===== config.mk =====
export PLATFORM = sky130hd
export DESIGN_NAME = fetch_decode_unit
export DESIGN_NICKNAME = d
export VERILOG_FILES = /design/src/rtl/fetch_decode_unit_pkg.sv /design/src/rtl/fetch_decode_unit_instr_field_decoder.sv /design/src/rtl/fetch_decode_unit.sv
export SDC_FILE = /design/constraint.sdc
export NUM_CORES = 1
export LEC_CHECK = 0
export ABC_CLOCK_PERIOD_IN_PS = 4410
export CELL_PAD_IN_SITES_DETAIL_PLACEMENT = 2
export CELL_PAD_IN_SITES_GLOBAL_PLACEMENT = 2
export CORE_MARGIN = 3
export CORE_UTILIZATION = 34
export CTS_BUF_LIST = sky130_fd_sc_hd__clkbuf_8
export DETAILED_ROUTE_END_ITERATION = 12
export GPL_TIMING_DRIVEN = 0
export PLACE_DENSITY_LB_ADDON = 0.1
export SYNTH_ARGS = -nofsm -noshare
export SYNTH_HDL_FRONTEND = slang
export SYNTH_SLANG_ARGS = --single-unit

===== constraint.sdc =====
create_clock -name clk -period 4.41 [get_ports clk]
set_clock_uncertainty 0.05 [all_clocks]
set_input_delay 0.882 -clock clk [delete_from_list [all_inputs] [get_ports clk]]
set_output_delay 0.882 -clock clk [all_outputs]
set_load 0.02 [all_outputs]

===== src/rtl/fetch_decode_unit_pkg.sv =====
// Shared definitions for the fetch/decode slice: opcode constants, FSM state encoding, default widths.
package fetch_decode_unit_pkg;

    localparam int PC_W_DEF = 8;

    localparam logic [1:0] OP_ALUI = 2'b00;
    localparam logic [1:0] OP_IMMC = 2'b01;
    localparam logic [1:0] OP_BEQ  = 2'b10;
    localparam logic [1:0] OP_HALT = 2'b11;

    typedef enum logic [1:0] {
        F0    = 2'd0,
        F1    = 2'd1,
        ISSUE = 2'd2,
        HALT  = 2'd3
    } state_t;

endpackage


===== src/rtl/fetch_decode_unit_instr_field_decoder.sv =====
// Combinational split of an instruction byte into extender fields and control flags.
module instr_field_decoder
    import fetch_decode_unit_pkg::*;
(
    input  logic [7:0] ir,
    output logic [1:0] opcode,
    output logic [5:0] imm,
    output logic       control,
    output logic       beq,
    output logic       is_two_byte,
    output logic       is_halt
);

    always_comb begin
        opcode      = ir[7:6];
        imm         = ir[5:0];
        control     = (ir[7:6] == OP_IMMC);
        beq         = (ir[7:6] == OP_BEQ);
        is_two_byte = (ir[7:6] == OP_BEQ);
        is_halt     = (ir[7:6] == OP_HALT);
    end

endmodule


===== src/rtl/fetch_decode_unit.sv =====
// Fetches 1/2-byte instructions over req/ack, decodes them and issues one at a time over valid/ready.
// Optional STALL_CNT_EN adds a saturating stall_cnt output counting cycles of out_valid && !out_ready.
module fetch_decode_unit
    import fetch_decode_unit_pkg::*;
#(
    parameter int              PC_W     = PC_W_DEF,
    parameter logic [PC_W-1:0] RESET_PC = '0
) (
    input  logic            clk,
    input  logic            rst,
    output logic            imem_req,
    output logic [PC_W-1:0] imem_addr,
    input  logic            imem_ack,
    input  logic [7:0]      imem_rdata,
    input  logic            redirect_valid,
    input  logic [PC_W-1:0] redirect_pc,
    output logic            out_valid,
    input  logic            out_ready,
    output logic [1:0]      out_opcode,
    output logic [5:0]      out_imm,
    output logic [7:0]      out_addr,
    output logic            out_control,
    output logic            out_beq,
    output logic [PC_W-1:0] pc,
    output logic            halted,
`ifdef STALL_CNT_EN
    output logic [15:0]     stall_cnt,
`endif
    output logic [1:0]      state_dbg
);

    // Handshake: a transfer happens on every rising edge where out_valid && out_ready; while
    // out_valid is high and out_ready low, out_* and pc hold. imem_req stays high with imem_addr
    // stable until imem_ack, which returns imem_rdata in the same cycle.

    state_t          state, state_n;
    logic [PC_W-1:0] fetch_pc, fetch_pc_n;
    logic [PC_W-1:0] tgt_pc, tgt_pc_n;
    logic            discard, discard_n;
    logic [7:0]      ir, ir_n;
    logic [7:0]      addr_reg, addr_reg_n;
    logic [PC_W-1:0] pc_reg, pc_reg_n;
    logic            is_two_byte, is_halt;

    instr_field_decoder u_dec (
        .ir          (ir),
        .opcode      (out_opcode),
        .imm         (out_imm),
        .control     (out_control),
        .beq         (out_beq),
        .is_two_byte (is_two_byte),
        .is_halt     (is_halt)
    );

    always_ff @(posedge clk or posedge rst) begin
        if (rst) begin
            state    <= F0;
            fetch_pc <= RESET_PC;
            tgt_pc   <= RESET_PC;
            discard  <= 1'b0;
            ir       <= 8'h00;
            addr_reg <= 8'h00;
            pc_reg   <= RESET_PC;
        end else begin
            state    <= state_n;
            fetch_pc <= fetch_pc_n;
            tgt_pc   <= tgt_pc_n;
            discard  <= discard_n;
            ir       <= ir_n;
            addr_reg <= addr_reg_n;
            pc_reg   <= pc_reg_n;
        end
    end

    always_comb begin
        state_n    = state;
        fetch_pc_n = fetch_pc;
        tgt_pc_n   = tgt_pc;
        discard_n  = discard;
        ir_n       = ir;
        addr_reg_n = addr_reg;
        pc_reg_n   = pc_reg;
        case (state)
            F0, F1: begin
                if (imem_ack) begin
                    // A redirect in the ack cycle beats any pending target; either one throws the byte away.
                    if (redirect_valid) begin
                        fetch_pc_n = redirect_pc;
                        discard_n  = 1'b0;
                        state_n    = F0;
                    end else if (discard) begin
                        fetch_pc_n = tgt_pc;
                        discard_n  = 1'b0;
                        state_n    = F0;
                    end else if (state == F0) begin
                        ir_n       = imem_rdata;
                        pc_reg_n   = fetch_pc;
                        fetch_pc_n = fetch_pc + PC_W'(1);
                        state_n    = (imem_rdata[7:6] == OP_BEQ) ? F1 : ISSUE;
                    end else begin
                        addr_reg_n = imem_rdata;
                        fetch_pc_n = fetch_pc + PC_W'(1);
                        state_n    = ISSUE;
                    end
                end else if (redirect_valid) begin
                    discard_n = 1'b1;
                    tgt_pc_n  = redirect_pc;
                end
            end
            ISSUE: begin
                if (redirect_valid) begin
                    fetch_pc_n = redirect_pc;
                    state_n    = F0;
                end else if (out_ready) begin
                    state_n = is_halt ? HALT : F0;
                end
            end
            HALT: begin
                if (redirect_valid) begin
                    fetch_pc_n = redirect_pc;
                    state_n    = F0;
                end
            end
            default: state_n = F0;
        endcase
    end

    // The request is masked during reset so the port is quiet while state is being cleared.
    assign imem_req  = ((state == F0) || (state == F1)) && !rst;
    assign imem_addr = fetch_pc;
    assign out_valid = (state == ISSUE);
    assign out_addr  = is_two_byte ? addr_reg : 8'h00;
    assign pc        = pc_reg;
    assign halted    = (state == HALT);
    assign state_dbg = state;

`ifdef STALL_CNT_EN
    always_ff @(posedge clk or posedge rst) begin
        if (rst) begin
            stall_cnt <= 16'h0000;
        end else if (out_valid && !out_ready && (stall_cnt != 16'hFFFF)) begin
            stall_cnt <= stall_cnt + 16'h0001;
        end
    end
`endif

endmodule


## After elaboration in Yosys (flattened, before gate mapping)

Index checks and enable logic that the tools add are counted.

- Register bits after elaboration: 43
- Bits of input ports: 21
- Output and inout port bits: 39
- Logic and storage cells: 54

- Add/sub/neg operators: 1
- Equality and inequality tests: 11
- Muxes and demuxes: 18
- Bitwise operators: 4
- Reductions and logical operators: 13

Operators by type and width:

| operator | number |
|---|---|
| two-way mux 8 bit | 5 |
| two-way mux 2 bit | 9 |
| case mux 8 bit (2 select lines) | 1 |
| == test 2 bit (second input constant) | 5 |
| AND reduction 5 bit | 2 |
| adder 8 x 1 -> 8 bit (second input constant) | 1 |
| case mux 2 bit (3 select lines) | 1 |
| AND reduction 3 bit | 2 |
| == test 2 x 1 -> 1 bit (second input constant) | 2 |
| != test 2 bit (second input constant) | 2 |
| NOT 1 bit | 4 |
| AND reduction 2 bit | 2 |
| OR reduction 2 bit | 2 |
| != test 3 x 2 -> 1 bit (second input constant) | 1 |
| logical NOT 2 bit | 1 |
| two-way mux 1 bit | 2 |
| != test 2 x 1 -> 1 bit (second input constant) | 1 |
| nonzero test 2 bit | 1 |
| logical AND 1 bit | 1 |
| logical NOT 1 bit | 1 |
| logical OR 1 bit | 1 |

## Longest topological paths before layout

- Word-level depth: 7
- Mapped depth: 6
- Mapped depth without buffers: 5

## Modules after synthesis

From an unflattened synthesis, not the netlist that was laid out.

- Cell total of the unflattened synthesis: 180
- Area, all modules: 2239.6 µm²

By module, submodules not included:

| module | instances | cells an instance | area each (µm²) |
|---|---|---|---|
| fetch_decode_unit | 1 | 168 | 2149.6 |
| instr_field_decoder | 1 | 12 | 90.1 |

## Worst setup path before layout

Ideal clock, no wire load.

- Path kind: register -> output
- Start: register state[1], in the netlist state_dbg[1]
- End: output halted
- Data arrival time: 1.252 ns
- Required time: 3.478 ns
- Setup slack: 2.226 ns
- Cell stages (with the launch flop): 4
- Path buffers: 1
- Path through: dfrtp_1 -> clkbuf_1 -> inv_1 -> nor2_1

- Cells in the longest elaborated chain, start to end: 1

Ends and longest elaborated chain:

| element | RTL line | source |
|---|---|---|
| start: declaration | fetch_decode_unit.sv:36 | `state_t state, state_n;` |
| start signal: assignment | fetch_decode_unit.sv:65 | `state <= state_n;` |
| == test 2 bit | fetch_decode_unit.sv:134 | `assign halted = (state == HALT);` |
| end: declaration | fetch_decode_unit.sv:25 | `output logic halted,` |

Every way passes these cells.

## Worst setup path in the final report

Ends and elaborated chain as after synthesis.

==> impl_metrics.csv <==
group,metric,value,unit
outcome,status,"finished clean",
job,drv_cap,0,
die,initial_utilization,35.5,%
die,die_w,84.8,um
clock_tree,cts.sinks,43,
clock_tree,cts_hold_buf,0,
placement,port_buffers,58,
worst_setup_path,required,3.48,ns
worst_setup_path,path_buf_inv,3,
synth,synth-seq-area-share,50.9,%
pwr,power.leakage,1.23,nW
sta,tightest_slew,0.581,ns
layout,num-nets-final,266,
detailed_routing,ant_nets,0,
pwr,p_per_area,740,mW/mm2
clock_tree,root_buffer,"clkbuf_8",
placement,dpl.cell_count,312,
synth,postSynthAreaPerCell,11.9,um2
layout,stdcell_count,320,
worst_setup_path,crit_path_top_delay_cell,"clkdlybuf4s50_1",
synth,synth-simple-area-share,11.6,%
die,die-height,84.8,um
layout,drive_gt1_share,19.6,%
die,io_pins,60,
synth,ys_seq_elements,43,
synth,synth_top_family_by_area,"multiplexers",
clock_tree,postCtsSetupBuffers,0,
layout,area_growth,39.1,%
sta,finalSetupViolations,0,
global_route,grt_pass1_vias,1911,
worst_setup_path,worstSetupPathType,"reg -> out",
layout,num_antenna_cells,0,
synth,synth_compound_area_share,10.4,%
sta,hold_viol,0,
pwr,vdd_ir_drop_max,0.000280,V
synth,synthAdderAreaFrac,0.592,%
detailed_routing,drt_iter0_markers,72,
global_route,grt_max_degree,44,
layout,multi_input_area,961,um2
die,die_area,0.00720,mm2
clock_tree,cts_tree,"built",
clock_tree,clk_latency,0.30,ns
sta,relSlewSlack,60.2,%
detailed_routing,remaining_drc_errors,0,
synth,syn_nets,200,
clock_tree,cts_resized,0,
clock_tree,h-tree-depth,2,
synth,yosys_warnings,0,
synth,synth-edff-count,0,
clock_tree,cts_buffers,5,
synth,synthFlopType,"dfrtp_1",
detailed_routing,via_per_inst,5.24,
die,row_count,28,
detailed_routing,vias,1676,
clock_tree,cts_max_path_buffers,2,
detailed_routing,routed_wl,6360,um
clock_tree,cts.clk_slew.worst_paths,0.08,ns
synth,synth_mux_area_share,21.3,%
global_route,grt_pass1_wl,10600,um
detailed_routing,dr.pass1.iters,4,
global_route,antenna_found_initial,0,
placement,gp_congestion,0.758,
global_route,grtUsageTotal,18.8,%
placement,place_hpwl,4660,um
worst_setup_path,path_cells,"clkbuf_1 -> inv_1 -> nor2_1 -> clkdlybuf4s50_1",
sta,report.final.slew_viol_count,0,
sta,max_freq,323,MHz
worst_setup_path,end_kind,"output pin",
worst_setup_path,cp_top_family,"buffers and inverters",
detailed_routing,routedWlPerCell,19.9,um
sta,min_period,3.09,ns
die,fp.coreArea,0.00596,mm2
synth,postSynthCellCount,178,
sta,finalSetupTns,0,ns
worst_setup_path,critPathArrivalTime,2.16,ns
worst_setup_path,cpPeakStageDelay,0.61,ns
layout,regArea,0.00108,mm2
global_route,grt_remaining_overflow,0,
sta,min_period_over_period,70.1,%
synth,async_flop_share,100,%
synth,netlist-cell-type-count,40,
min_path,min_path_type,"reg -> reg",
worst_setup_path,cp_max_fo,10,
synth,syn-cell-area,0.00211,mm2
sta,rsz0062_at_grt,"no",
worst_setup_path,cp-start-kind,"flop",
layout,n_fill_cell,622,
synth,synthXorXnorAreaFrac,1.66,%
==> metal layers <==
layer  routed length (um)  track usage (%)  share of wire [%]
met4                   76             4.32                1.2
met5                    0                0                  0
met1                 2800             24.2                 44
met3                  257             3.98                4.0
met2                 3230             32.5                 51
==> cells in the mapped netlist, types with 3 or more instances <==
| cell type | n | area (um2) |
|---|---|---|
| xnor2_1 | 4 | 35.0 |
| and2_1 | 9 | 56.3 |
| o21ai_0 | 11 | 55.1 |
| a22oi_1 | 3 | 22.5 |
| mux2_4 | 10 | 150 |
| nor2b_1 | 5 | 31.3 |
| a21oi_1 | 5 | 25.0 |
| inv_1 | 5 | 18.8 |
| nand3_1 | 3 | 15.0 |
| nor2_1 | 5 | 18.8 |
| mux2i_1 | 4 | 40.0 |
| dfrtp_1 | 43 | 1080 |
| nand2_1 | 8 | 30.0 |
| nor3_1 | 4 | 20.0 |
| clkbuf_1 | 5 | 18.8 |
| mux2_2 | 23 | 259 |
==> stage by stage <==
step	area, um2	power, mW	utilization [%]	setup WS [ns]	hold slack, ns
global route	2940	2.32	49.4	1.19	0.475
finish	2940	2.18	49.4	1.32	0.456
detailed placement	2810	1.83	47.1	1.43	0.439
floorplan	2110	1.34	-	2.23	0.421
CTS	2940	2.21	49.4	1.30	0.458
global placement	2790	1.77	46.8	1.48	0.429
==> worst register-to-register path: stages (launching register included) <==
cell      delay [ns]
dfrtp_1         0.34
clkbuf_1        0.39
buf_1           0.53
nand2_1         0.12
nor3_1          0.27
a221oi_1        0.09
o31ai_1         0.09
==> path summary, 6_finish.rpt <==
check	from	end	slack (ns)	cells past startpoint
min reg2reg	tgt_pc[6]	tgt_pc[6]	0.46	1
min in group asynchronous	rst	ir[6]	0.90	3
max	state_dbg[1]	halted	1.32	4
min	tgt_pc[6]	tgt_pc[6]	0.46	1
max in group asynchronous	rst	pc[2]	3.18	3
max reg2reg	discard	imem_addr[7]	2.43	6
==> cell families after synthesis <==
logic type,Yosys count
DFF,43
xor gates and xnor gates,4
adders and majority gates,1
buffers and inverters,15
and+or+nand+nor,44
muxes,37
AOI/OAI and AO/OA,34
==> layout make-up <==
cell class / instances / area share, %
clock inverters: 3 / 2.17
well taps: 75 / 3.19
plain buffers: 10 / 1.96
flip-flops and latches: 43 / 36.6
clock buffers: 5 / 2.34
multi-input cells: 120 / 32.7
repair buffers: 59 / 20.4
inverters: 5 / 0.638
==> power by group <==
group	switching (mW)	internal, mW
Combinational	0.511	0.555
Sequential	0.175	0.576
Clock	0.135	0.224
Total	0.821	1.36
==> cells in the final DEF (no fill, tap or decap), types with 3 or more instances in the layout <==
cell type	count
nand2_1	8
o21ai_0	11
dfrtp_1	43
a21oi_1	5
nor2b_1	5
clkbuf_8	5
clkdlybuf4s50_1	58
mux2_2	23
nor3_1	4
mux2_4	10
and2_1	9
clkbuf_1	5
nor2_1	5
xnor2_1	4
a22oi_1	3
inv_1	5
nand3_1	3
mux2i_1	4
(Power assumes the default switching activity.)
